`src/rtl/fan_vn_scheduler.sv`:
```
// Tile-command sequencer for the FAN datapath: publishes a per-PE VN map, issues
// stationary then streaming beats, and counts returned reductions to signal completion.
module fan_vn_scheduler #(
  parameter int NUM_PES  = 4,
  parameter int LOG2_PES = 2,
  parameter int CNT_W    = 16
) (
  input  logic                         clk,
  input  logic                         rst,
  input  logic                         i_cmd_valid,
  output logic                         o_cmd_ready,
  input  logic [LOG2_PES:0]            i_vn_size,
  input  logic [CNT_W-1:0]             i_stat_len,
  input  logic [CNT_W-1:0]             i_strm_len,
  input  logic                         i_dist_ready,
  output logic                         o_data_valid,
  output logic                         o_stationary,
  output logic [NUM_PES*LOG2_PES-1:0]  o_vn,
  input  logic                         i_reduction_valid,
  output logic                         o_busy,
  output logic                         o_done,
  output logic                         o_err
);

  localparam int SIZE_W = LOG2_PES + 1;

  typedef enum logic [1:0] {IDLE, STAT, STRM, DRAIN} state_e;

  state_e                        state_q;
  logic                          cmdReady_q;
  logic                          dataValid_q;
  logic                          stationary_q;
  logic [NUM_PES*LOG2_PES-1:0]   vn_q;
  logic                          busy_q;
  logic                          done_q;
  logic                          err_q;
  logic [CNT_W-1:0]              statLen_q;
  logic [CNT_W-1:0]              strmLen_q;
  logic [CNT_W-1:0]              beatCnt_q;
  logic [CNT_W-1:0]              resCnt_q;
  logic [CNT_W-1:0]              resCnt_d;

  logic                          vnLegal;
  int                            shiftAmt;
  logic [NUM_PES*LOG2_PES-1:0]   vnMap;
  logic                          beatXfer;
  logic                          lastBeat;
  logic [CNT_W-1:0]              curLen;

  // A VN size is legal only if it equals 2^k for some k in 0..LOG2_PES.
  always_comb begin
    vnLegal  = 1'b0;
    shiftAmt = 0;
    for (int k = 0; k <= LOG2_PES; k++) begin
      if (i_vn_size == SIZE_W'(1 << k)) begin
        vnLegal  = 1'b1;
        shiftAmt = k;
      end
    end
    vnMap = '0;
    for (int p = 0; p < NUM_PES; p++) begin
      vnMap[p*LOG2_PES +: LOG2_PES] = LOG2_PES'(p >> shiftAmt);
    end
  end

  // Reduction results only count once streaming has begun, and saturate at strm_len.
  always_comb begin
    resCnt_d = resCnt_q;
    if ((state_q == STRM || state_q == DRAIN) && i_reduction_valid && (resCnt_q != strmLen_q)) begin
      resCnt_d = resCnt_q + CNT_W'(1);
    end
  end

  assign beatXfer = dataValid_q & i_dist_ready;
  assign curLen   = (state_q == STAT) ? statLen_q : strmLen_q;
  assign lastBeat = (beatCnt_q + CNT_W'(1)) == curLen;

  always_ff @(posedge clk) begin
    if (rst) begin
      state_q      <= IDLE;
      cmdReady_q   <= 1'b0;
      dataValid_q  <= 1'b0;
      stationary_q <= 1'b0;
      vn_q         <= '0;
      busy_q       <= 1'b0;
      done_q       <= 1'b0;
      err_q        <= 1'b0;
      statLen_q    <= '0;
      strmLen_q    <= '0;
      beatCnt_q    <= '0;
      resCnt_q     <= '0;
    end else begin
      done_q   <= 1'b0;
      err_q    <= 1'b0;
      resCnt_q <= resCnt_d;
      case (state_q)
        IDLE: begin
          cmdReady_q <= 1'b1;
          if (i_cmd_valid && cmdReady_q) begin
            if (!vnLegal) begin
              err_q <= 1'b1;
            end else begin
              vn_q      <= vnMap;
              statLen_q <= i_stat_len;
              strmLen_q <= i_strm_len;
              beatCnt_q <= '0;
              resCnt_q  <= '0;
              if (i_stat_len != '0) begin
                state_q      <= STAT;
                cmdReady_q   <= 1'b0;
                busy_q       <= 1'b1;
                dataValid_q  <= 1'b1;
                stationary_q <= 1'b1;
              end else if (i_strm_len != '0) begin
                state_q      <= STRM;
                cmdReady_q   <= 1'b0;
                busy_q       <= 1'b1;
                dataValid_q  <= 1'b1;
                stationary_q <= 1'b0;
              end else begin
                done_q <= 1'b1;
              end
            end
          end
        end
        STAT: begin
          if (beatXfer) begin
            beatCnt_q <= beatCnt_q + CNT_W'(1);
            if (lastBeat) begin
              beatCnt_q    <= '0;
              stationary_q <= 1'b0;
              if (strmLen_q != '0) begin
                state_q <= STRM;
              end else begin
                state_q     <= IDLE;
                dataValid_q <= 1'b0;
                busy_q      <= 1'b0;
                cmdReady_q  <= 1'b1;
                done_q      <= 1'b1;
              end
            end
          end
        end
        STRM: begin
          if (beatXfer) begin
            beatCnt_q <= beatCnt_q + CNT_W'(1);
            if (lastBeat) begin
              beatCnt_q   <= '0;
              dataValid_q <= 1'b0;
              state_q     <= DRAIN;
            end
          end
        end
        DRAIN: begin
          // Compare the post-increment count so a pulse seen here finishes next cycle.
          if (resCnt_d == strmLen_q) begin
            state_q    <= IDLE;
            busy_q     <= 1'b0;
            cmdReady_q <= 1'b1;
            done_q     <= 1'b1;
          end
        end
        default: state_q <= IDLE;
      endcase
    end
  end

  assign o_cmd_ready  = cmdReady_q;
  assign o_data_valid = dataValid_q;
  assign o_stationary = stationary_q;
  assign o_vn         = vn_q;
  assign o_busy       = busy_q;
  assign o_done       = done_q;
  assign o_err        = err_q;

endmodule

```
`config.mk`:
```
export PLATFORM = sky130hd
export DESIGN_NAME = fan_vn_scheduler
export DESIGN_NICKNAME = d
export VERILOG_FILES = /design/src/rtl/fan_vn_scheduler.sv
export SDC_FILE = /design/constraint.sdc
export NUM_CORES = 1
export LEC_CHECK = 0
export ABC_AREA = 1
export BUFFER_PORTS_ARGS = -buffer_cell sky130_fd_sc_hd__clkbuf_2
export CAP_MARGIN = 20
export CORE_ASPECT_RATIO = 1.1
export CORE_MARGIN = 3
export CORE_UTILIZATION = 55
export CTS_CLUSTER_DIAMETER = 50
export DETAILED_ROUTE_END_ITERATION = 10
export PLACE_DENSITY = 0.85
export SETUP_SLACK_MARGIN = 0.1
export SKIP_CTS_REPAIR_TIMING = 1
export SYNTH_ARGS = -nofsm -noshare
export SYNTH_HDL_FRONTEND = slang
export SYNTH_SLANG_ARGS = --single-unit
```
`constraint.sdc`:
```
create_clock -name clk -period 2.75 [get_ports clk]
set_input_delay 0.1375 -clock clk [delete_from_list [all_inputs] [get_ports clk]]
set_output_delay 0.1375 -clock clk [all_outputs]
set_load 0.02 [all_outputs]
```
==> impl_metrics.yaml, run 1 <==
logic_synthesis:
  cells_after_synth: 791
  mappedNetlistArea_um2: 4970
  netlist_top_cells_area: "dfxtp_1, nand2_1, inv_1"
  ys_dominant_reg_cell: "dfxtp_1"
  synth-seq-area-share_pct: 30.2
  synth_area_per_cell_um2: 6.28
  yosys_register_bits: 75
  synth_common_cells: "nand2_1, inv_1, dfxtp_1, nor2_1, o21ai_0"
  ys_types: 39
  yosys.cell_count.top_type: "nand2_1"
  synth_top_cell_by_area: "dfxtp_1"
  async_set_or_reset_register_ratio_after_synthesis_pct: 0
  synth_top_area_share_pct: 30.2
  synth_edf_count: 0
  synth.yosys.warnings: 0
drt:
  violation_count_after_the_first_detailed_routing_iteration: 371
  drtPass1Iterations: 5
  post_drt_wl_per_cell_um: 14.5
  remaining_drc_errors: 0
  finalWirelength_um: 13800
  num_vias: 5220
  route.detailed.vias_per_inst: 5.48
  drtAntennaViolNets: 0
finish:
  area.growth.synth_to_final_pct: 11.8
  fin_area_um2: 5550
  diodes: 0
  fraction_of_final_layout_cells_with_drive_strength_greater_than_1_pct: 17.1
  design.final.nets: 884
die:
  rows: 35
  die-width_um: 96.6
  fp.dieArea_um2: 10200
  die_h_um: 106
  fp.coreArea_um2: 8580
  ios: 54
  initial_core_util_pct: 57.9
global_route:
  first_global_vias: 4811
  grt_start_max_net_pins: 65
  grt-ovfl-total: 0
  grt_first_pass_wirelength_um: 22500
  antenna_found_initial: 0
  gr-usage-all-layers_pct: 26.8
clock_tree:
  clk_pin_slew_worst_paths_ns: 0.09
  clock_insertion_delay_worst_skew_ns: 0.35
  tritoncts: "done"
  cts_buffers: 9
  cts.path.max_buffers: 2
  clock_sinks: 75
  cts.root.buffer_cell: "clkbuf_8"
  cts_htree_levels: 3
pwr:
  p_per_area_nw_per_um2: 616
  power.internal_w: 0.00197
  p_leak_nw: 2.34
  sw_ratio_pct: 42.3
  switchingPower_w: 0.00145
  ir_drop_v: 0.000356
  clock_power_share_pct: 24.2
  combinationalPowerShare_pct: 39.6
  seq_power_share_pct: 36.2
hold_path:
  min-delay-path-class: "in -> reg"
  min-delay-start: "i_stat_len[2]"
  min_to: "statLen_q[2]"
  holdPathStages: 3
worst_setup_path:
  worst_reg_to_reg_path_cell_count: 12
  required_ns: 3.03
  crit_path_end_kind: "flip-flop"
  rrSetupSlack_ns: 0.28
  worst_r2r_startpoint: "state_q[1]"
  worst_r2r_endpoint: "beatCnt_q[15]"
  crit_arrival_ns: 2.75
  timing.critical_path.fanout_max: 38
  critical_path_class: "reg -> reg"
  critPathLaunchType: "flip-flop"
sta:
  layout_worst_path_cycle_share_pct: 89.9
  hold_viol: 0
  setup-tns-final_ns: 0
  setup_skew_after_layout_ns: 0.0134
  timing.fmax_mhz: 405
  rsz0062_at_grt: "true"
  maxSlewViolCount: 0
  finalSetupViolCount: 0
  max-slew-margin-rel_pct: 62.2
  final_period_minus_worst_setup_slack_ns: 2.47
  worst_pin_slew_ns: 0.562
status:
  outcome: "finished clean"
place:
  numPortBuffers: 50
  dpl.hpwl_um: 10800
  gp_congestion: 0.955
  placement.cell_area_um2: 5300
flow_run:
  timing.max_cap.violations: 0
## state kept, by name, summed over array words and instances, names as in the netlist
| signal | count |
|---|---|
| resCnt_q | 16 |
| beatCnt_q | 16 |
| o_busy | 1 |
| o_vn | 3 |
| strmLen_q | 16 |
| statLen_q | 16 |
| state_q | 2 |
| o_data_valid | 1 |
| o_stationary | 1 |
| o_cmd_ready | 1 |
| o_done | 1 |
| o_err | 1 |
## metal layers
layer | part of all wire, % | vias up | global-route usage (%)
met5 | 0 | - | 0
met3 | 5.7 | 47 | 4.96
met4 | 4.2 | 0 | 12.0
li1 | - | 2632 | -
met2 | 50 | 171 | 47.8
met1 | 40 | 2370 | 30.9
## stage by stage
stage | util [%] | setup slack, ns | total power (W) | hold WS, ns | cells
3_5_place_dp | 61.7 | 0.155 | 0.00253 | 0.403 | 935
5_1_grt | 64.7 | 0.0802 | 0.00363 | 0.0335 | 953
2_1_floorplan | - | 0.561 | 0.00227 | 0.285 | 793
4_1_cts | 63.9 | 0.122 | 0.00335 | 0.0278 | 951
3_3_place_gp | 61.6 | 0.216 | 0.00250 | 0.400 | 934
6_report | 64.7 | 0.279 | 0.00342 | 0.0269 | 953
## cells in the final DEF (no fill, tap or decap), types with 2 or more instances in the layout
master,netlist,final
o21ai_2,3,2
dfxtp_2,0,3
inv_2,7,8
clkbuf_8,0,10
nor2_2,13,13
inv_1,98,97
nand3_2,5,5
a21oi_1,51,51
nand2_2,14,15
nand4_1,20,20
o21bai_2,2,2
nor2_1,68,66
xor2_1,19,19
nand3b_1,10,10
buf_4,6,9
inv_6,0,2
nor3_2,2,2
clkinvlp_4,0,3
nand2_4,3,3
nor4_1,10,10
o21ai_0,61,58
clkbuf_2,0,50
nor2_4,4,6
conb_1,1,3
nand3_1,51,51
xnor2_1,3,3
dfxtp_1,75,72
nor3_1,10,10
ha_1,7,6
or2_2,2,2
o21ai_1,2,5
nand2_1,215,213
## critical path, cell delays in order (launching register included)
cell	delay (ns)
dfxtp_2	0.37
inv_1	0.07
ha_1	0.22
buf_12	0.18
o21ai_0	0.31
inv_1	0.12
o21ai_0	0.19
a21oi_1	0.08
nand3b_1	0.15
nor2_4	0.07
nor2_4	0.32
nand3_1	0.12
a21oi_1	0.16
## worst max path at each step
stage,start,endpoint,slack [ns],cells after the start
after CTS,state_q[0],o_busy,0.12,19
after global routing,state_q[0],o_busy,0.08,17
after floorplan,state_q[1],beatCnt_q[13],0.56,17
after detailed placement,state_q[0],state_q[0],0.16,18
final,state_q[1],beatCnt_q[15],0.28,12
after global placement,state_q[0],o_busy,0.22,19
## logic make-up after synthesis
logic type | share of synthesized area (%)
xor gates and xnor gates | 3.88
DFF | 30.2
AOI/OAI and AO/OA | 12.9
other | 0.0755
and+or+nand+nor | 40.2
adders and majority gates | 1.76
buffers and inverters | 11.0
## power groups by stage
| stage | sequential, W | combinational, W | clock, W |
|---|---|---|---|
| finish | 0.00124 | 0.00136 | 0.000828 |
| global placement | 0.00125 | 0.00125 | 0 |
| CTS | 0.00123 | 0.00129 | 0.000829 |
| floorplan | 0.00126 | 0.00100 | 0 |
| detailed placement | 0.00126 | 0.00127 | 0 |
| global route | 0.00125 | 0.00150 | 0.000887 |
## layout make-up
class	count	area [µm²]
inverters	107	403
clock inverters	6	48.8
clock buffers	10	138
flip-flops and latches	75	1510
repair buffers	60	338
multi-input cells	584	2980
well taps	111	139
fillers	835	3030
Note: power is estimated with default switching activity, not from simulation.
==> inputs of run 2 (changes only) <==
--- a/config.mk
+++ b/config.mk
@@ -8,12 +8,14 @@
 export ABC_AREA = 1
 export BUFFER_PORTS_ARGS = -buffer_cell sky130_fd_sc_hd__clkbuf_2
 export CAP_MARGIN = 20
+export CELL_PAD_IN_SITES_DETAIL_PLACEMENT = 1
+export CELL_PAD_IN_SITES_GLOBAL_PLACEMENT = 1
 export CORE_ASPECT_RATIO = 1.1
 export CORE_MARGIN = 3
-export CORE_UTILIZATION = 55
+export CORE_UTILIZATION = 42
 export CTS_CLUSTER_DIAMETER = 50
 export DETAILED_ROUTE_END_ITERATION = 10
-export PLACE_DENSITY = 0.85
+export PLACE_DENSITY = 0.91
 export SETUP_SLACK_MARGIN = 0.1
 export SKIP_CTS_REPAIR_TIMING = 1
 export SYNTH_ARGS = -nofsm -noshare
==> run 2 against run 1 <==
Non-clock buffer count up 6. Critical path depth increased by 6. Critical endpoint is now o_cmd_ready. Largest cell class unchanged. Register-to-register slack lost 0.17 ns. Total power increased by 16%. Critical path type unchanged. Clock skew shrank 0.0041 ns. Cell count grew 4.7%.
==> impl_metrics.yaml, run 2 (same netlist as run 1, synthesis figures left out) <==
sta:
  setup_ws_ns: 0.113
  hold_viol: 0
  rsz0062_at_grt: "true"
  timing.fmax_mhz: 379
  worst_pin_slew_ns: 0.652
  max-slew-margin-rel_pct: 56.2
  finalSetupViolCount: 0
  layout_worst_path_cycle_share_pct: 95.9
  maxSlewViolCount: 0
  final_period_minus_worst_setup_slack_ns: 2.64
  holdWs_ns: 0.0483
  setup_skew_after_layout_ns: 0.00930
drt:
  violation_count_after_the_first_detailed_routing_iteration: 332
  drtAntennaViolNets: 0
  drtPass1Iterations: 5
  remaining_drc_errors: 0
  finalWirelength_um: 17300
  post_drt_wl_per_cell_um: 17.3
  route.detailed.vias_per_inst: 5.50
  num_vias: 5487
hold_path:
  min-delay-path-class: "in -> reg"
die:
  fp.dieArea_um2: 13200
  rows: 41
  ios: 54
  fp.coreArea_um2: 11500
  initial_core_util_pct: 43.2
  die_h_um: 120
  die-width_um: 110
worst_setup_path:
  timing.critical_path.slowest_stage_cell: "dfxtp_1"
  worst_path_dominant_cell_family: "simple AND/OR/NAND/NOR gates"
  timing.critical_path.fanout_max: 26
  path_common_cell: "nand2_1"
  crit_path_cell_trace: "inv_1, nand2_1, nand2_1, nor2_1, nand2_1, nor2_4, nand2_8, nand3b_1, nand2_1, nor2_2, nand3_2, nor2_4, nand2_2, nand2_4, nand3_2, nand2_1, inv_1, nor2_2"
  crit_arrival_ns: 2.91
  critical_path_class: "reg -> reg"
  crit_path_end_kind: "flip-flop"
  buf_inv_stages_crit_path: 2
  critPathLaunchType: "flip-flop"
  required_ns: 3.02
  cpPeakStageDelay_ns: 0.40
global_route:
  grt-ovfl-total: 0
  first_global_vias: 5541
  grt_start_max_net_pins: 65
  grt_first_pass_wirelength_um: 26400
  gr-usage-all-layers_pct: 25.5
  antenna_found_initial: 0
place:
  numPortBuffers: 50
  gp_congestion: 0.919
  dpl.hpwl_um: 12200
  dp_cells: 975
  placement.setup.worst_slack_ns: 0.0530
clock_tree:
  cts_htree_levels: 3
  tritoncts: "done"
  cts.path.max_buffers: 2
  clk_pin_slew_worst_paths_ns: 0.06
  clock_sinks: 75
  clock_insertion_delay_worst_skew_ns: 0.34
  cts_buffers: 9
  cts.root.buffer_cell: "clkbuf_16"
pwr:
  p_per_area_nw_per_um2: 684
  p_leak_nw: 2.45
  ir_drop_v: 0.000377
flow_run:
  timing.max_cap.violations: 0
finish:
  fraction_of_final_layout_cells_with_drive_strength_greater_than_1_pct: 18.8
  area.growth.synth_to_final_pct: 17.3
  layout.filler_cells: 1588
  commonest_non_fill_non_tap_cell_in_the_layout: "nand2_1"
  diodes: 0
  number_of_standard_cells_in_the_final_layout_excluding_fillers: 998
  design.final.nets: 890
  final_cell_mix: "nand2_1, inv_1, dfxtp_1, nor2_1, o21ai_0"
status:
  outcome: "finished clean"
run 2: cell count changes in the layout (fill, tap and decap cells not counted), sizes merged:
cell	delta
buf	+6
clkinvlp	-2
clkbuf	+1
clkinv	+1
inv	-2
bufinv	+2
run 2: final cells by class:
type / count / area (µm²) / share of cell area [%]
clock buffer: 11 / 233 / 3.99
timing repair buffer: 66 / 387 / 6.63
tap: 150 / 188 / 3.22
multi-input combinational: 584 / 3030 / 52.0
inverter: 107 / 403 / 6.91
sequential: 75 / 1510 / 25.9
clock inverter: 5 / 77.6 / 1.33
run 2: routing by layer:
metal | global-route usage [%] | vias up | share of wire [%]
li1 | - | 2637 | -
met1 | 30.6 | 2677 | 42
met2 | 44.8 | 119 | 52
met3 | 4.03 | 54 | 3.1
met4 | 10.1 | 0 | 3.8
met5 | 0 | - | 0
run 2: through the flow:
step | area [µm²] | utilization (%) | power, W | TNS (ns)
2_1_floorplan | 4970 | - | 0.00227 | 0
6_report | 5830 | 50.7 | 0.00398 | 0
3_3_place_gp | 5350 | 46.5 | 0.00251 | 0
4_1_cts | 5670 | 49.3 | 0.00384 | 0
5_1_grt | 5830 | 50.7 | 0.00421 | -0.127
3_5_place_dp | 5360 | 46.6 | 0.00256 | 0
run 2: worst reg2reg max path, delay by kind of cell, from the launching register on:
kind          cells  cell delay, ns
buf+inv           2            0.18
flops             1            0.40
simple gates     16            1.99
run 2: final timing paths:
kind | startpoint | to | slack [ns] | cells after the start
max | strmLen_q[8] | o_cmd_ready | 0.11 | 18
min | i_stat_len[1] | statLen_q[1] | 0.05 | 3
max reg2reg | strmLen_q[8] | o_cmd_ready | 0.11 | 18
min reg2reg | statLen_q[13] | statLen_q[13] | 0.46 | 2
run 2: report_power, final:
| group | internal [W] | total [W] | switching, W |
|---|---|---|---|
| registers | 0.00118 | 0.00124 | 0.0000635 |
| clock network | 0.000793 | 0.00127 | 0.000481 |
| logic | 0.000464 | 0.00147 | 0.00101 |
| total | 0.00243 | 0.00398 | 0.00155 |
==> inputs of run 3 (changes only) <==
--- a/config.mk
+++ b/config.mk
@@ -15,7 +15,8 @@
 export CORE_UTILIZATION = 42
 export CTS_CLUSTER_DIAMETER = 50
 export DETAILED_ROUTE_END_ITERATION = 10
-export PLACE_DENSITY = 0.91
+export GPL_ROUTABILITY_DRIVEN = 0
+export PLACE_DENSITY_LB_ADDON = 0.1
 export SETUP_SLACK_MARGIN = 0.1
 export SKIP_CTS_REPAIR_TIMING = 1
 export SYNTH_ARGS = -nofsm -noshare
==> run 3 against run 2 <==
Hold slack better by 0.0057 ns. Register-to-register slack better by 0.15 ns. Count of clock-buffer cells in the layout unchanged. Critical path depth down 1. Utilization up 0.70 points. Setup slack better by 0.15 ns.
==> impl_metrics.yaml, run 3 (same netlist as run 1, synthesis figures left out) <==
status:
  outcome: "finished clean"
clock_tree:
  clk_pin_slew_worst_paths_ns: 0.06
  cts.path.max_buffers: 2
  cts_htree_levels: 3
  clock_sinks: 75
  tritoncts: "done"
  cts_buffers: 9
  cts.root.buffer_cell: "clkbuf_16"
  clock_insertion_delay_worst_skew_ns: 0.34
sta:
  setup_skew_after_layout_ns: 0.00777
  hold_viol: 0
  max-slew-margin-rel_pct: 55.0
  timing.fmax_mhz: 402
  worst_pin_slew_ns: 0.673
  rsz0062_at_grt: "false"
  maxSlewViolCount: 0
  finalSetupViolCount: 0
  layout_worst_path_cycle_share_pct: 90.5
  final_period_minus_worst_setup_slack_ns: 2.49
  setup-tns-final_ns: 0
hold_path:
  holdPathStages: 3
  min-delay-start: "i_stat_len[2]"
  min_to: "statLen_q[2]"
  min-delay-path-class: "in -> reg"
global_route:
  gr-usage-all-layers_pct: 26.7
  gr-usage-met1_pct: 32.9
  grt_util_met2_pct: 46.8
  globalRouteMet3Util_pct: 3.77
  layer_carrying_the_most_global_route_usage: "met2"
  grt_first_pass_wirelength_um: 27400
  grt-ovfl-total: 0
  grt_start_max_net_pins: 56
  antenna_found_initial: 0
  first_global_vias: 5474
worst_setup_path:
  worst_reg_to_reg_path_cell_count: 17
  critical_path_class: "reg -> reg"
  required_ns: 3.03
  buf_inv_stages_crit_path: 0
  critPathLaunchType: "flip-flop"
  worst_path_dominant_cell_family: "simple AND/OR/NAND/NOR gates"
  crit_path_end_kind: "flip-flop"
  cpPeakStageDelay_ns: 0.43
  path_common_cell: "nand2_1"
  crit_arrival_ns: 2.77
  worst_r2r_endpoint: "o_data_valid"
  timing.critical_path.fanout_max: 6
  timing.critical_path.slowest_stage_cell: "dfxtp_1"
  crit_path_cell_trace: "nand2_2, nor2_4, nand2_1, nand2_1, nand2_1, xnor2_1, nor2_1, nand2_1, nor2_2, nand3_2, nand2_2, nand2_2, nor2_4, nand2_1, nand2_1, nand2_1, nor2_1"
  rrSetupSlack_ns: 0.26
  worst_r2r_startpoint: "beatCnt_q[2]"
drt:
  drtAntennaViolNets: 0
  finalWirelength_um: 17700
  drtPass1Iterations: 5
  route.detailed.vias_per_inst: 5.47
  remaining_drc_errors: 0
  num_vias: 5465
  post_drt_wl_per_cell_um: 17.7
  violation_count_after_the_first_detailed_routing_iteration: 320
flow_run:
  timing.max_cap.violations: 0
die:
  die_h_um: 120
  initial_core_util_pct: 43.2
  ios: 54
  fp.dieArea_um2: 13200
  die-width_um: 110
  rows: 41
  fp.coreArea_um2: 11500
finish:
  area.growth.synth_to_final_pct: 18.9
  diodes: 0
  commonest_non_fill_non_tap_cell_in_the_layout: "nand2_1"
  fraction_of_final_layout_cells_with_drive_strength_greater_than_1_pct: 19.2
  final_cell_mix: "nand2_1, inv_1, dfxtp_1, nor2_1, o21ai_0"
  number_of_standard_cells_in_the_final_layout_excluding_fillers: 999
  design.final.nets: 892
place:
  dp_cells: 978
  numPortBuffers: 50
  dpl.hpwl_um: 13100
pwr:
  p_leak_nw: 2.48
  p_per_area_nw_per_um2: 717
  ir_drop_v: 0.000342
-- run 3: final cells by class --
| cell class | instances | area, µm² |
|---|---|---|
| Multi-Input combinational cell | 586 | 3050 |
| Clock inverter | 4 | 97.6 |
| Inverter | 107 | 403 |
| Fill cell | 1597 | 5580 |
| Tap cell | 150 | 188 |
| Timing Repair Buffer | 66 | 400 |
| Clock buffer | 11 | 253 |
| Sequential cell | 75 | 1510 |
-- run 3: per-stage QoR --
step | total power [W] | util [%] | setup slack, ns | hold WS, ns | area (µm²)
3_5_place_dp | 0.00263 | 46.8 | 0.180 | 0.404 | 5380
6_report | 0.00423 | 51.4 | 0.261 | 0.0540 | 5910
5_1_grt | 0.00447 | 51.4 | 0.0718 | 0.0599 | 5910
3_3_place_gp | 0.00256 | 46.7 | 0.272 | 0.397 | 5370
2_1_floorplan | 0.00227 | - | 0.561 | 0.285 | 4970
4_1_cts | 0.00406 | 49.8 | 0.134 | 0.0514 | 5730
-- run 3: worst min-delay path: stages --
cell and delay (ns):
clkbuf_2 0.09, inv_1 0.04, o21ai_0 0.07
-- run 3: report_power, final --
| group | switching [W] | internal (W) | leakage [nW] |
|---|---|---|---|
| logic | 0.00107 | 0.000501 | 1.70 |
| registers | 0.0000657 | 0.00118 | 0.611 |
| clock network | 0.000493 | 0.000932 | 0.168 |
-- run 3: layer usage --
layer	vias to the layer above	share of wire (%)
met5	-	0
met4	0	3.3
met3	37	3.0
met2	108	50
met1	2681	44
li1	2639	-
-- run 3: how the worst max path moves through the flow --
stage	startpoint	endpoint	slack [ns]	cells past startpoint
floorplan	state_q[1]	beatCnt_q[13]	0.56	17
global placement	state_q[1]	o_data_valid	0.27	15
detailed placement	state_q[1]	state_q[0]	0.18	15
CTS	state_q[0]	state_q[0]	0.13	18
global route	beatCnt_q[3]	o_data_valid	0.07	17
finish	beatCnt_q[2]	o_data_valid	0.26	17
